## src/rtl/inst_mem_loader.sv

```systemverilog
// Boot-time instruction-memory loader: range-checks (address, word) beats and
// writes them to imem. Optional zero-fill sweep enabled by INST_MEM_LOADER_ZERO_FILL_EN.
module inst_mem_loader #(
  parameter int unsigned INST_SPACE = 1024,
  parameter logic [31:0] INST_START = 32'h0040_0000,
  parameter int unsigned IDX_W      = $clog2(INST_SPACE)
) (
  input  logic             clk,
  input  logic             rst,
  input  logic             in_valid,
  output logic             in_ready,
  input  logic [31:0]      in_addr,
  input  logic [31:0]      in_data,
  input  logic             in_last,
  output logic             imem_we,
  output logic [IDX_W-1:0] imem_idx,
  output logic [31:0]      imem_wdata,
  output logic             cpu_rst,
  output logic [31:0]      boot_pc,
  output logic             done,
  output logic             error,
  output logic [31:0]      err_addr,
  output logic [IDX_W:0]   words_loaded
);

  localparam int unsigned LP_CW   = IDX_W + 1;
  localparam logic [32:0] LP_LO   = {1'b0, INST_START};
  localparam logic [32:0] LP_HI   = LP_LO + (33'(INST_SPACE) << 2);
  localparam logic [LP_CW-1:0] LP_MAXW = LP_CW'(INST_SPACE);

  typedef enum logic [1:0] {
`ifdef INST_MEM_LOADER_ZERO_FILL_EN
    S_CLEAR,
`endif
    S_LOAD,
    S_DONE,
    S_ERR
  } state_t;

`ifdef INST_MEM_LOADER_ZERO_FILL_EN
  localparam state_t LP_RST_STATE = S_CLEAR;
  logic [IDX_W-1:0] r_clr;
`else
  localparam state_t LP_RST_STATE = S_LOAD;
`endif

  state_t            r_state;
  logic              r_ready;
  logic              r_we;
  logic [IDX_W-1:0]  r_idx;
  logic [31:0]       r_wdata;
  logic              r_cpu_rst;
  logic [31:0]       r_boot_pc;
  logic              r_done;
  logic              r_err;
  logic [31:0]       r_err_addr;
  logic [LP_CW-1:0]  r_words;

  logic              w_accept;
  logic              w_aligned;
  logic              w_in_range;
  logic              w_has_room;
  logic              w_good;
  logic [IDX_W-1:0]  w_idx;

  // 33-bit compare keeps the window check free of wrap-around near 2^32
  assign w_accept   = in_valid && r_ready;
  assign w_aligned  = (in_addr[1:0] == 2'b00);
  assign w_in_range = ({1'b0, in_addr} >= LP_LO) && ({1'b0, in_addr} < LP_HI);
  assign w_has_room = (r_words < LP_MAXW);
  assign w_good     = w_aligned && w_in_range && w_has_room;
  assign w_idx      = IDX_W'((in_addr - INST_START) >> 2);

  always_ff @(posedge clk) begin
    if (rst) begin
      r_state    <= LP_RST_STATE;
      r_ready    <= 1'b0;
      r_we       <= 1'b0;
      r_idx      <= '0;
      r_wdata    <= '0;
      r_cpu_rst  <= 1'b1;
      r_boot_pc  <= INST_START;
      r_done     <= 1'b0;
      r_err      <= 1'b0;
      r_err_addr <= '0;
      r_words    <= '0;
`ifdef INST_MEM_LOADER_ZERO_FILL_EN
      r_clr      <= '0;
`endif
    end else begin
      r_we <= 1'b0;
      case (r_state)
`ifdef INST_MEM_LOADER_ZERO_FILL_EN
        S_CLEAR: begin
          r_ready <= 1'b0;
          r_we    <= 1'b1;
          r_idx   <= r_clr;
          r_wdata <= '0;
          if (r_clr == IDX_W'(INST_SPACE - 1)) begin
            r_state <= S_LOAD;
          end else begin
            r_clr <= r_clr + 1'b1;
          end
        end
`endif
        S_LOAD: begin
          r_ready <= 1'b1;
          if (w_accept) begin
            if (w_good) begin
              r_we    <= 1'b1;
              r_idx   <= w_idx;
              r_wdata <= in_data;
              r_words <= r_words + 1'b1;
              if (r_words == '0) begin
                r_boot_pc <= in_addr;
              end
              if (in_last) begin
                r_state   <= S_DONE;
                r_ready   <= 1'b0;
                r_done    <= 1'b1;
                r_cpu_rst <= 1'b0;
              end
            end else begin
              r_state    <= S_ERR;
              r_ready    <= 1'b0;
              r_err      <= 1'b1;
              r_err_addr <= in_addr;
            end
          end
        end
        S_DONE:  r_ready <= 1'b0;
        S_ERR:   r_ready <= 1'b0;
        default: r_state <= S_ERR;
      endcase
    end
  end

  assign in_ready     = r_ready;
  assign imem_we      = r_we;
  assign imem_idx     = r_idx;
  assign imem_wdata   = r_wdata;
  assign cpu_rst      = r_cpu_rst;
  assign boot_pc      = r_boot_pc;
  assign done         = r_done;
  assign error        = r_err;
  assign err_addr     = r_err_addr;
  assign words_loaded = r_words;

endmodule

```

## config.mk

```make
export PLATFORM = sky130hd
export DESIGN_NAME = inst_mem_loader
export DESIGN_NICKNAME = d
export VERILOG_FILES = /design/src/rtl/inst_mem_loader.sv
export SDC_FILE = /design/constraint.sdc
export NUM_CORES = 1
export LEC_CHECK = 0
export BUFFER_PORTS_ARGS = -buffer_cell sky130_fd_sc_hd__buf_2
export CORE_ASPECT_RATIO = 1.5
export CORE_UTILIZATION = 48
export CTS_CLUSTER_DIAMETER = 120
export DETAILED_ROUTE_END_ITERATION = 8
export PLACE_DENSITY_LB_ADDON = 0.1
export SLEW_MARGIN = 5
export SYNTH_ARGS = -nofsm -noshare
export SYNTH_HDL_FRONTEND = slang
export SYNTH_SLANG_ARGS = --single-unit
export TNS_END_PERCENT = 5
```

## constraint.sdc

```tcl
create_clock -name clk -period 2.35 [get_ports clk]
set_clock_uncertainty 0.15 [all_clocks]
set_input_delay 0.235 -clock clk [delete_from_list [all_inputs] [get_ports clk]]
set_output_delay 0.235 -clock clk [all_outputs]
set_load 0.005 [all_outputs]
```

# Yosys cells after proc, flatten, opt, wreduce, memory -nomap -nowiden
# Index checks and enable logic that the tools add are counted.
dict set report totals {
  out_inout_bits 122
  word_cells 48
  in_bits 68
  reg_bits 124
}
dict set report op_classes {
  eq_ne 4
  bitwise_logic 4
  mux 9
  magnitude_cmp 3
  n_addsub 2
  reduce_logical 15
}
# cell n
set ops {}
lappend ops {{$ge 32x23->1 const B} 1}
lappend ops {{$lt 32x23->1 const B} 1}
lappend ops {{$sub 12x1->12 const B} 1}
lappend ops {{$add 11x1->11 const B} 1}
lappend ops {{$logic_not 11->1} 1}
lappend ops {{$lt 11x11->1 const B} 1}
lappend ops {{$reduce_and 3->1} 3}
lappend ops {{$reduce_and 4->1} 2}
lappend ops {{$mux 2} 3}
lappend ops {{$logic_and 1x1->1} 4}
lappend ops {{$logic_not 2->1} 2}
lappend ops {{$mux 1} 4}
lappend ops {{$not 1->1} 4}
lappend ops {{$pmux 2 s2} 1}
lappend ops {{$ne 3x3->1 const B} 1}
lappend ops {{$reduce_or 3->1} 1}
lappend ops {{$eq 2x1->1 const B} 1}
lappend ops {{$eq 2x2->1 const B} 1}
lappend ops {{$ne 2x2->1 const B} 1}
lappend ops {{$pmux 1 s2} 1}
lappend ops {{$reduce_bool 2->1} 1}
lappend ops {{$reduce_or 2->1} 1}

# Depth between registers and ports, before layout
dict set report depth {
  depth_word 7
  mapped_depth 8
  depth_no_buf 6
}

# Least setup slack after synthesis
# OpenSTA, ideal clock, no wires.
dict set report synth_timing {
  path_kind {flip-flop to flip-flop}
  start {reg r_state[0]}
  end {reg r_idx[0] (netlist: imem_idx[0])}
  synth_period_minus_slack_ns 1.848
  setup_time_ns 0.070
  path_stages_with_launch 9
  t_arrival_ns 1.628
  slack_ns 0.502
  n_path_buf 2
  required_time_ns 2.130
  path_cell_list {dfxtp_1 inv_1 ha_1 and3_1 nand3_1 clkbuf_1 clkbuf_1 o21ai_0 a21oi_1}
}
dict set report synth_between {
  elab_chain_len 2
}
# element line_no
set synth_rtl {}
lappend synth_rtl {{start, declared} 47} ;# state_t r_state;
lappend synth_rtl {{start signal, assigned} 76} ;# r_state <= LP_RST_STATE;
lappend synth_rtl {{start signal, assigned} 118} ;# r_state <= S_DONE;
lappend synth_rtl {{start signal, assigned} 124} ;# r_state <= S_ERR;
lappend synth_rtl {{$logic_not 2->1} 92} ;# case (r_state)
lappend synth_rtl {{$reduce_and 3->1 (no source line)} n/a}
lappend synth_rtl {{end signal, assigned} 111} ;# r_idx <= w_idx;
lappend synth_rtl {{end, declared} 50} ;# logic [IDX_W-1:0] r_idx;
# Every way passes these cells.
# A chain may end at the register's enable or synchronous reset.

# Worst setup path in the final report
dict set report layout_timing {
  start {in in_addr[29]}
  end {reg r_err_addr[6] (netlist: err_addr[6])}
}
dict set report layout_between {
  elab_chain_len 6
  elab_cells_between_ends 7
  classes_between {2 x order compare; 1 x bitwise; 4 x reduce/logical}
}
# element line_no
set layout_rtl {}
lappend layout_rtl {{start, declared} 12} ;# input logic [31:0] in_addr,
lappend layout_rtl {{$ge 32x23->1 / $lt 32x23->1 (equally long branches)} 69} ;# assign w_in_range = ({1'b0, in_addr} >= LP_LO) && ({1'b0, in_addr} < LP_HI);
lappend layout_rtl {{$logic_and 1x1->1 (*)} 69}
lappend layout_rtl {{$logic_and 1x1->1 (*) (2 in series)} 71} ;# assign w_good = w_aligned && w_in_range && w_has_room;
lappend layout_rtl {{$not 1->1 (no source line) (*)} n/a}
lappend layout_rtl {{$reduce_and 3->1 (no source line) (*)} n/a}
lappend layout_rtl {{end signal, assigned} 127} ;# r_err_addr <= in_addr;
lappend layout_rtl {{end, declared} 56} ;# logic [31:0] r_err_addr;
# Mark *: on every way between the ends. The rest lies on a longest branch, timed or not.

==> metrics.json <==
{
  "cts-buffers-inserted": {"value": 17},
  "detail_route.vias_per_cell": {"value": 5.34},
  "initial_antenna_violation_count": {"value": 0},
  "area_growth_syn_to_layout": {"value": 47.8, "unit": "%"},
  "synth.area.top_cells": {"value": "dfxtp_1 (51%), mux2i_1 (8.7%), nand2_1 (6.2%)"},
  "grt_pass1_vias": {"value": 4797},
  "n_fill_cell": {"value": 722},
  "ys_seq_elements": {"value": 124},
  "timing.critical_path.arrival": {"value": 2430, "unit": "ps"},
  "hpwlAfterDp": {"value": 8770, "unit": "um"},
  "clock-root-buffer": {"value": "clkbuf_16"},
  "drc": {"value": 28},
  "finalWirelength": {"value": 13700, "unit": "um"},
  "coreArea": {"value": 0.00974, "unit": "mm^2"},
  "routabilityCongestion": {"value": 0.814},
  "critPathSlowestCell": {"value": "dlygate4sd3_1"},
  "grt_first_pass_wirelength": {"value": 22200, "unit": "um"},
  "synth_top_area_share": {"value": 51.4, "unit": "%"},
  "power.density": {"value": 701, "unit": "mW/mm^2"},
  "setup-violations-final": {"value": 0},
  "tritoncts_clock_tree": {"value": "built"},
  "hold_viol_final": {"value": 0},
  "drive_gt1_share": {"value": 32.1, "unit": "%"},
  "antenna_violating_nets_post_route": {"value": 0},
  "primary_flip_flop_cell_chosen_by_synthesis_mapping": {"value": "dfxtp_1"},
  "floorplan.die_area": {"value": 0.0105, "unit": "mm^2"},
  "p_int": {"value": 3890, "unit": "uW"},
  "cts.repair_timing.setup_buffer_count": {"value": 0},
  "nNetsFinal": {"value": 846},
  "diodes": {"value": 0},
  "p_comb_share": {"value": 8.0, "unit": "%"},
  "mean_routed_wirelength_per_cell": {"value": 15.2, "unit": "um"},
  "synth-seq-area-share": {"value": 51.4, "unit": "%"},
  "violations": {"value": "design-rule violations"},
  "async_reset_ff_share": {"value": 0, "unit": "%"},
  "min_period_over_period": {"value": 95.5, "unit": "%"},
  "floorplan.die.width": {"value": 83.9, "unit": "um"},
  "critPathRequiredTime": {"value": 2530, "unit": "ps"},
  "ir_drop": {"value": 0.519, "unit": "mV"},
  "critical_path_s_largest_stage_delay": {"value": 550, "unit": "ps"},
  "clock_sink_count": {"value": 124},
  "pin_count": {"value": 190},
  "layout_min_cycle_time": {"value": 2240, "unit": "ps"},
  "maximum_number_of_pins_on_one_net_before_global_route_repair": {"value": 81},
  "clock_tree.buffer_depth": {"value": 2},
  "power.clock.fraction": {"value": 48.7, "unit": "%"},
  "synthMostInstantiatedCell": {"value": "dfxtp_1"},
  "synth.largest_area_cell": {"value": "dfxtp_1"},
  "mapped_area": {"value": 0.00483, "unit": "mm^2"},
  "worst_setup_path_start_kind": {"value": "input pin"},
  "htree_levels": {"value": 4},
  "synth_commonest_cells": {"value": "dfxtp_1 (124), nand2_1 (80), nand3_1 (52), a21oi_1 (49), o21ai_0 (46)"},
  "power_frac_seq": {"value": 43.4, "unit": "%"},
  "synth-warning-count": {"value": 0},
  "syn-num-nets": {"value": 601},
  "post_synth_num_cell_types": {"value": 40},
  "postSynthCellCount": {"value": 529},
  "floorplan.rows": {"value": 44},
  "clk_pin_slew": {"value": 50, "unit": "ps"},
  "rsz0062_at_grt": {"value": "no"},
  "insertion_delay": {"value": 400, "unit": "ps"},
  "tightestPinTransition": {"value": 959, "unit": "ps"},
  "relSlewSlack": {"value": 35.9, "unit": "%"},
  "result_of_the_run": {"value": "finished, violations left"},
  "grt.overflow.total": {"value": 0},
  "die_h": {"value": 125, "unit": "um"},
  "port_buffers": {"value": 189},
  "report.power.total": {"value": 5000, "unit": "uW"},
  "p_sw": {"value": 1110, "unit": "uW"},
  "groute.usage.overall": {"value": 26.3, "unit": "%"},
  "swShare": {"value": 22.3, "unit": "%"},
  "max_clock_freq": {"value": 446, "unit": "MHz"},
  "setup_total_negative_slack": {"value": 0, "unit": "ps"},
  "slew_violations": {"value": 0},
  "worst-setup-path-type": {"value": "input pin to flip-flop"},
  "dr.pass1.iters": {"value": 7},
  "crit_path_end_kind": {"value": "flip-flop"},
  "synth_enable_flop_cells": {"value": 0},
  "postSynthAreaPerCell": {"value": 9.13, "unit": "um^2"},
  "critical_path.max_fanout": {"value": 20},
  "layout.core_utilization": {"value": 73.3, "unit": "%"},
  "initial_core_util": {"value": 49.6, "unit": "%"},
  "leakage_power_summed_over_all_cells": {"value": 0.00319, "unit": "uW"},
  "worstHoldPathType": {"value": "input pin to flip-flop"},
  "route.vias.total": {"value": 4816},
  "timing.critical_path.cells": {"value": "dlygate4sd3_1, buf_2, nor4_4, nand4_4, buf_4, o21ai_1, buf_6, mux2i_1"},
  "cap_viol_max_count": {"value": 0},
  "drt_first_iter_violations": {"value": 286}
}
[cells by family (layout without fill, tap and decap cells)]
kind of cell             after synthesis  count (layout)  share of synthesized area [%]
AND/OR/NAND/NOR                      193             193                           20.9
flip-flops                           124             124                           51.4
AO/OA/AOI/OAI                        109             109                           12.3
buffers and inverters                 53             311                           4.69
multiplexers                          46              46                           9.63
adder cells (fa/ha/maj)                4               4                           1.04
[state kept, by name (all words and copies together) (netlist names)]
| signal | cells |
|---|---|
| boot_pc | 32 |
| cpu_rst | 1 |
| imem_idx | 10 |
| r_state | 2 |
| words_loaded | 11 |
| imem_wdata | 32 |
| err_addr | 32 |
| done | 1 |
| in_ready | 1 |
| error | 1 |
| imem_we | 1 |
[layer usage]
| metal | GRT usage, % | part of all wire [%] | vias up |
|---|---|---|---|
| li1 | - | - | 2323 |
| met1 | 29.9 | 40 | 2277 |
| met2 | 46.0 | 52 | 188 |
| met3 | 6.76 | 6.1 | 28 |
| met4 | 11.3 | 2.3 | 0 |
| met5 | 0 | 0 | - |
[worst paths after layout]
kind,from,to,slack [ps],cells after the start
setup / recovery,in_addr[29],err_addr[6]$_SDFFE_PP0P_,110,8
hold / removal,in_last,done$_SDFFE_PP0P_,40,3
setup reg to reg,r_state[0]$_SDFFE_PP0P_,boot_pc[8]$_SDFFE_PP0P_,300,8
hold reg to reg,err_addr[27]$_SDFFE_PP0P_,err_addr[27]$_SDFFE_PP0P_,300,2
[power by group through the flow]
| stage | clock network (uW) | logic, uW | registers (uW) |
|---|---|---|---|
| 5_1_grt | 2590 | 432 | 2170 |
| 3_3_place_gp | 0 | 298 | 2210 |
| 4_1_cts | 2480 | 388 | 2170 |
| 6_report | 2430 | 398 | 2170 |
| 2_1_floorplan | 0 | 153 | 2220 |
| 3_5_place_dp | 0 | 304 | 2210 |
[stage by stage]
step           hold WS, ps  area (um^2)  std cells  setup WS, ps
4_1_cts               19.9         7110        902          17.3
5_1_grt               24.0         7140        902          7.27
2_1_floorplan          226         4830        529           502
3_5_place_dp           288         5890        805          62.6
3_3_place_gp           271         5890        805           183
6_report              39.0         7140        902           106
[timing repair]
action / 4_1_cts / 5_1_grt
hold buffers: 65 / 0
gates resized for setup: 0 / 6
endpoints found under the hold margin: 80 / 0
setup endpoints to repair: 0 / 35
[critical path, delay by kind of cell]
kind / cells / cell delay [ps]
multiplexers: 1 / 190
AND/OR/NAND/NOR: 2 / 610
AO/OA/AOI/OAI: 1 / 210
buffers and inverters: 4 / 1170
[layout by cell type (no fill, tap or decap), types with 3 or more instances in the layout]
master         count
a21oi_1           48
and2_1            22
and4_1             3
buf_2            189
buf_4              9
clkbuf_16         17
clkbuf_8           3
clkinv_2           3
clkinvlp_4         5
dfxtp_1          124
dlygate4sd3_1     65
ha_1               4
inv_1             10
mux2_2             4
mux2i_1           42
nand2_1           80
nand3_1           51
nor2_1             8
nor2b_1            3
nor4_1             6
nor4_4             5
o21ai_0           45
o311ai_0           3
o41ai_1            4
or2_2              3
[layout make-up]
class                           instances  area, um^2  share of cell area, %
Clock buffer                           22         474                   6.64
Clock inverter                         10        91.3                   1.28
Inverter                               11        41.3                  0.578
Multi-Input combinational cell        352        2160                   30.3
Sequential cell                       124        2480                   34.8
Tap cell                              115         144                   2.02
Timing Repair Buffer                  268        1740                   24.4
Power figures use the tool's default switching activity.
